### src/rtl/regfile_write_arbiter_if.sv
// Requester handshakes and the register-file write port of regfile_write_arbiter.
// The arbiter connects through the slave modport; requesters/observers use master.
interface regfile_write_arbiter_if;
  logic        req0_valid;
  logic [4:0]  req0_rd;
  logic [63:0] req0_data;
  logic        req0_ready;
  logic        req1_valid;
  logic [4:0]  req1_rd;
  logic [63:0] req1_data;
  logic        req1_ready;
  logic [4:0]  rd;
  logic [63:0] writeData;
  logic        RegWrite;
  logic        busy;
  logic        last_grant;

  modport master (
    output req0_valid, req0_rd, req0_data,
    input  req0_ready,
    output req1_valid, req1_rd, req1_data,
    input  req1_ready,
    input  rd, writeData, RegWrite, busy, last_grant
  );

  modport slave (
    input  req0_valid, req0_rd, req0_data,
    output req0_ready,
    input  req1_valid, req1_rd, req1_data,
    output req1_ready,
    output rd, writeData, RegWrite, busy, last_grant
  );
endinterface

### src/rtl/regfile_write_arbiter.sv
// Round-robin arbiter sharing one register-file write port between ALU and load unit.
// Define REGFILE_CLEAR_EN to add a post-reset sweep that zeroes x1..x31.
module regfile_write_arbiter (
  input logic              clk,
  input logic              reset,
  regfile_write_arbiter_if.slave wif
);

  logic        ptr_p1;
  logic        lg_p1;
  logic        we_p1;
  logic [4:0]  rd_p1;
  logic [63:0] data_p1;

  logic        arb_en;
  logic        grant0;
  logic        grant1;
  logic        xfer;
  logic        winner;
  logic [4:0]  win_rd;
  logic [63:0] win_data;

`ifdef REGFILE_CLEAR_EN
  localparam logic [0:0] ST_ARB   = 1'b0;
  localparam logic [0:0] ST_CLEAR = 1'b1;

  logic [0:0] state;
  logic [4:0] clr_cnt;

  assign arb_en   = (state == ST_ARB);
  assign wif.busy = (state == ST_CLEAR);
`else
  assign arb_en   = 1'b1;
  assign wif.busy = 1'b0;
`endif

  // Pointer only breaks ties; a lone valid requester always wins.
  always_comb begin
    grant0   = arb_en && wif.req0_valid && (!wif.req1_valid || !ptr_p1);
    grant1   = arb_en && wif.req1_valid && (!wif.req0_valid ||  ptr_p1);
    xfer     = grant0 || grant1;
    winner   = grant1;
    win_rd   = grant1 ? wif.req1_rd   : wif.req0_rd;
    win_data = grant1 ? wif.req1_data : wif.req0_data;
  end

  assign wif.req0_ready = grant0;
  assign wif.req1_ready = grant1;

  // Stage p1: registered write port and arbitration state
  always_ff @(posedge clk or negedge reset) begin
    if (!reset) begin
      ptr_p1  <= 1'b0;
      lg_p1   <= 1'b0;
      we_p1   <= 1'b0;
      rd_p1   <= 5'd0;
      data_p1 <= 64'd0;
`ifdef REGFILE_CLEAR_EN
      state   <= ST_CLEAR;
      clr_cnt <= 5'd1;
`endif
    end
`ifdef REGFILE_CLEAR_EN
    else if (state == ST_CLEAR) begin
      we_p1   <= 1'b1;
      rd_p1   <= clr_cnt;
      data_p1 <= 64'd0;
      clr_cnt <= clr_cnt + 5'd1;
      if (clr_cnt == 5'd31) state <= ST_ARB;
    end
`endif
    else if (xfer) begin
      ptr_p1 <= ~winner;
      lg_p1  <= winner;
      // x0 is hard-wired zero: accept the transfer but suppress the write.
      if (win_rd != 5'd0) begin
        we_p1   <= 1'b1;
        rd_p1   <= win_rd;
        data_p1 <= win_data;
      end else begin
        we_p1   <= 1'b0;
      end
    end else begin
      we_p1 <= 1'b0;
    end
  end

  assign wif.RegWrite   = we_p1;
  assign wif.rd         = rd_p1;
  assign wif.writeData  = data_p1;
  assign wif.last_grant = lg_p1;

endmodule
### src/flat_wrapper.sv
// flat-port wrapper written by rule: the top's interface ports become plain ports
module regfile_write_arbiter_flat 
  (clk, reset, wif_req0_valid, wif_req0_rd, wif_req0_data, wif_req0_ready, wif_req1_valid, wif_req1_rd, wif_req1_data, wif_req1_ready, wif_rd, wif_writeData, wif_RegWrite, wif_busy, wif_last_grant);
  regfile_write_arbiter_if wif_i ();
  input logic clk;
  input logic reset;
  input wire logic [$bits(wif_i.req0_valid)-1:0] wif_req0_valid;
  input wire logic [$bits(wif_i.req0_rd)-1:0] wif_req0_rd;
  input wire logic [$bits(wif_i.req0_data)-1:0] wif_req0_data;
  output wire logic [$bits(wif_i.req0_ready)-1:0] wif_req0_ready;
  input wire logic [$bits(wif_i.req1_valid)-1:0] wif_req1_valid;
  input wire logic [$bits(wif_i.req1_rd)-1:0] wif_req1_rd;
  input wire logic [$bits(wif_i.req1_data)-1:0] wif_req1_data;
  output wire logic [$bits(wif_i.req1_ready)-1:0] wif_req1_ready;
  output wire logic [$bits(wif_i.rd)-1:0] wif_rd;
  output wire logic [$bits(wif_i.writeData)-1:0] wif_writeData;
  output wire logic [$bits(wif_i.RegWrite)-1:0] wif_RegWrite;
  output wire logic [$bits(wif_i.busy)-1:0] wif_busy;
  output wire logic [$bits(wif_i.last_grant)-1:0] wif_last_grant;
  assign wif_i.req0_valid = wif_req0_valid;
  assign wif_i.req0_rd = wif_req0_rd;
  assign wif_i.req0_data = wif_req0_data;
  assign wif_req0_ready = wif_i.req0_ready;
  assign wif_i.req1_valid = wif_req1_valid;
  assign wif_i.req1_rd = wif_req1_rd;
  assign wif_i.req1_data = wif_req1_data;
  assign wif_req1_ready = wif_i.req1_ready;
  assign wif_rd = wif_i.rd;
  assign wif_writeData = wif_i.writeData;
  assign wif_RegWrite = wif_i.RegWrite;
  assign wif_busy = wif_i.busy;
  assign wif_last_grant = wif_i.last_grant;
  regfile_write_arbiter u_core (.clk(clk), .reset(reset), .wif(wif_i));
endmodule
### config.mk
export PLATFORM = sky130hd
export DESIGN_NAME = regfile_write_arbiter_flat
export DESIGN_NICKNAME = d
export VERILOG_FILES = /design/src/rtl/regfile_write_arbiter_if.sv /design/src/rtl/regfile_write_arbiter.sv /design/src/flat_wrapper.sv
export SDC_FILE = /design/constraint.sdc
export NUM_CORES = 1
export LEC_CHECK = 0
export ABC_AREA = 1
export CAP_MARGIN = 25
export CORE_MARGIN = 5
export CORE_UTILIZATION = 30
export CTS_BUF_LIST = sky130_fd_sc_hd__clkbuf_4
export DETAILED_ROUTE_END_ITERATION = 7
export GPL_TIMING_DRIVEN = 0
export PLACE_DENSITY = 0.72
export SETUP_SLACK_MARGIN = 0.5
export SLEW_MARGIN = 5
export SYNTH_ARGS = -nofsm -noshare
export SYNTH_HDL_FRONTEND = slang
export SYNTH_SLANG_ARGS = --single-unit
### constraint.sdc
create_clock -name clk -period 1.3 [get_ports clk]
set_input_delay 0.325 -clock clk [delete_from_list [all_inputs] [get_ports clk]]
set_output_delay 0.325 -clock clk [all_outputs]
set_load 0.05 [all_outputs]
==> results.sh <==
export IMPL_synth_seq_cells=72
export IMPL_internal_power_uw=5015
export IMPL_hold_violations=20
export IMPL_ys_seq_area_frac=0.4731
export IMPL_gp_congestion=0.7528
export IMPL_synth_top_cell_area_share=0.4731
export IMPL_synthToLayoutAreaGrowth_pct=108.0
export IMPL_final_cell_mix="272 x nand2_1, 138 x clkdlybuf4s50_1, 74 x buf_6, 72 x dfrtp_2, 55 x nand2_2"
export IMPL_drive_above_1_share=0.4274
export IMPL_timing_hold_ws_ps=-204.3
export IMPL_violations="hold timing, setup timing"
export IMPL_grtUsageTotal=0.1904
export IMPL_setup_viol=138
export IMPL_layout_commonest_cell="nand2_1"
export IMPL_tightestPinTransition_ps=503.2
export IMPL_die_y_um=122.7
export IMPL_ant_nets=0
export IMPL_cts_buffers=9
export IMPL_cellPowerDensity_nw_per_um2=1074
export IMPL_grt_pass1_vias=4398
export IMPL_fillers=1101
export IMPL_cp_start_kind="flip-flop"
export IMPL_slew_headroom=0.6645
export IMPL_p_sw_uw=3492
export IMPL_vias_per_cell=4.403
export IMPL_synthCells=558
export IMPL_firstDrtPassIters=4
export IMPL_yosysWarnings=0
export IMPL_dp_slack_ps=-1155
export IMPL_fin_crit_sh=1.333
export IMPL_io_buffers=213
export IMPL_drt_iter0_markers=156
export IMPL_switching_share=0.4105
export IMPL_total_leakage_power_uw=0.004060
export IMPL_clk_latency_ps=400
export IMPL_core_area_sq_um=12520
export IMPL_yosysUniqueCellTypes=17
export IMPL_p_clk_frac=0.134
export IMPL_final_max_slew_viol_count=0
export IMPL_num_vias=4522
export IMPL_grt_first_pass_wirelength_um=22200
export IMPL_drc_errors=0
export IMPL_rsz0062_at_grt="true"
export IMPL_dieArea_sq_um=15050
export IMPL_setup_ws_ps=-433.2
export IMPL_initial_core_util=0.3043
export IMPL_crit_type="flip-flop to flip-flop"
export IMPL_fin_util=0.6330
export IMPL_grt_max_degree=53
export IMPL_timing_fmax_ghz=0.5770
export IMPL_crit_required_ps=1650
export IMPL_skew_ps=7.630
export IMPL_power_frac_seq=0.345
export IMPL_min_path_type="input pin to async pin"
export IMPL_fp_dieW_um=122.7
export IMPL_period_minus_slack_ps=1733
export IMPL_end_kind="flip-flop"
export IMPL_path_max_fanout=7
export IMPL_clockBufferDepth=2
export IMPL_wirelength_um=15240
export IMPL_yosysTopAreaCell="dfrtp_1"
export IMPL_arrival_ps=2080
export IMPL_cts_root_buf="clkbuf_4"
export IMPL_io_pins=216
export IMPL_p_comb_frac=0.521
export IMPL_routedWlPerCell_um=14.84
export IMPL_synthTopCellsByArea="dfrtp_1 47%, nand2_1 34%, nand3_1 9.9%"
export IMPL_vdd_ir_drop_max_uv=451.7
export IMPL_nets=993
export IMPL_syn_avg_cell_area_sq_um=6.826
export IMPL_status="complete, but fails checks"
export IMPL_syn_nets=700
export IMPL_drv_cap=0
export IMPL_netlist_area_sq_um=3809
export IMPL_htree_num_levels=3
export IMPL_seq_area_sq_um=1892
export IMPL_multi_input_area_sq_um=2165
export IMPL_grt_overflow=0
export IMPL_r2r_cells=10
export IMPL_antenna_found_initial=1
export IMPL_cts_tree="built"
export IMPL_clk_pin_slew_ps=110
export IMPL_cts_sink_count=72
export IMPL_hpwlAfterDp_um=10300
export IMPL_num_rows=41
[Yosys cell counts (all sizes together)]
master,instances
a21oi,1
buf,28
clkbuf,9
conb,1
dfrtp,72
inv,18
nand2,348
nand3,75
nand3b,1
nor2,3
o21ai,1
o21bai,1
[flip-flops by register name, indices dropped and copies added, names as in the netlist]
name / count
u_core.ptr_p1: 1
u_core.wif.last_grant: 1
u_core.wif.rd: 5
u_core.wif.writeData: 64
u_core.wif.RegWrite: 1
[metrics by stage]
stage | TNS, ps | cells | power, uW | cell area, sq um
2_1_floorplan | -6558 | 558 | 4933 | 3974
3_3_place_gp | -298980 | 943 | 6361 | 6321
3_5_place_dp | -81380 | 944 | 6404 | 6346
4_1_cts | -27380 | 995 | 8138 | 7343
5_1_grt | -35510 | 1027 | 8934 | 7924
6_report | -27880 | 1027 | 8507 | 7924
[power groups by stage]
| stage | Combinational (uW) | Clock, uW | Sequential, uW |
|---|---|---|---|
| finish | 4430 | 1140 | 2930 |
| global route | 4690 | 1270 | 2970 |
| CTS | 4060 | 1190 | 2890 |
| detailed placement | 3540 | 0 | 2870 |
| global placement | 3510 | 0 | 2850 |
| floorplan | 857 | 0 | 4080 |
[timing repair]
item | 4_1_cts | 5_1_grt
pin swaps | 20 | 16
resized for setup | 586 | 95
endpoints found under the hold margin | 20 | 20
endpoints found under the setup margin | 144 | 145
buffers inserted | 28 | 29
gates cloned | 9 | 2
[routing by layer]
metal	vias to the layer above	track usage	wire length, um
li1	2298	-	-
met1	2057	0.2274	6180
met3	19	0.05622	1089
met2	148	0.3283	7695
met4	0	0.06088	275
met5	-	0	0
[final timing paths]
kind | start | endpoint | slack, ps
max reg2reg | u_core.ptr_p1 | u_core.wif.writeData[25] | -430
min reg2reg | u_core.wif.writeData[23] | u_core.wif.writeData[23] | 500
max in group asynchronous | reset | u_core.wif.writeData[51] | 910
min in group clk | wif_req1_valid | u_core.ptr_p1 | 130
min | reset | u_core.wif.writeData[60] | -200
max | u_core.ptr_p1 | u_core.wif.writeData[25] | -430
[final cells by class]
| class | count | share of cell area |
|---|---|---|
| antenna | 1 | 0.0003158 |
| inverter | 18 | 0.009000 |
| clock inverter | 3 | 0.001421 |
| tap | 172 | 0.02716 |
| timing repair buffer | 282 | 0.3921 |
| clock buffer | 11 | 0.01042 |
| sequential | 72 | 0.2387 |
| buffer | 37 | 0.04769 |
| multi-input combinational | 431 | 0.2732 |
[worst max-delay path, cell delays in order, from the launching register on]
cell and delay, ps:
dfrtp_2 430, inv_2 60, nand2_4 80, nand3_1 110
nand2_2 130, nand3_2 110, o21bai_4 210, buf_12 180
bufbuf_16 260, nand2_1 50, nand2_1 60
[cell families (layout without fill, tap and decap cells)]
| kind of cell | after synthesis | count (layout) | share of synthesized area |
|---|---|---|---|
| other | 1 | 2 | 0.0009846 |
| AND/OR/NAND/NOR | 427 | 427 | 0.4491 |
| flip-flops | 72 | 72 | 0.4731 |
| AO/OA/AOI/OAI | 3 | 3 | 0.005582 |
| buffers and inverters | 55 | 351 | 0.07129 |
No activity file was read; power rests on OpenSTA's default activity.
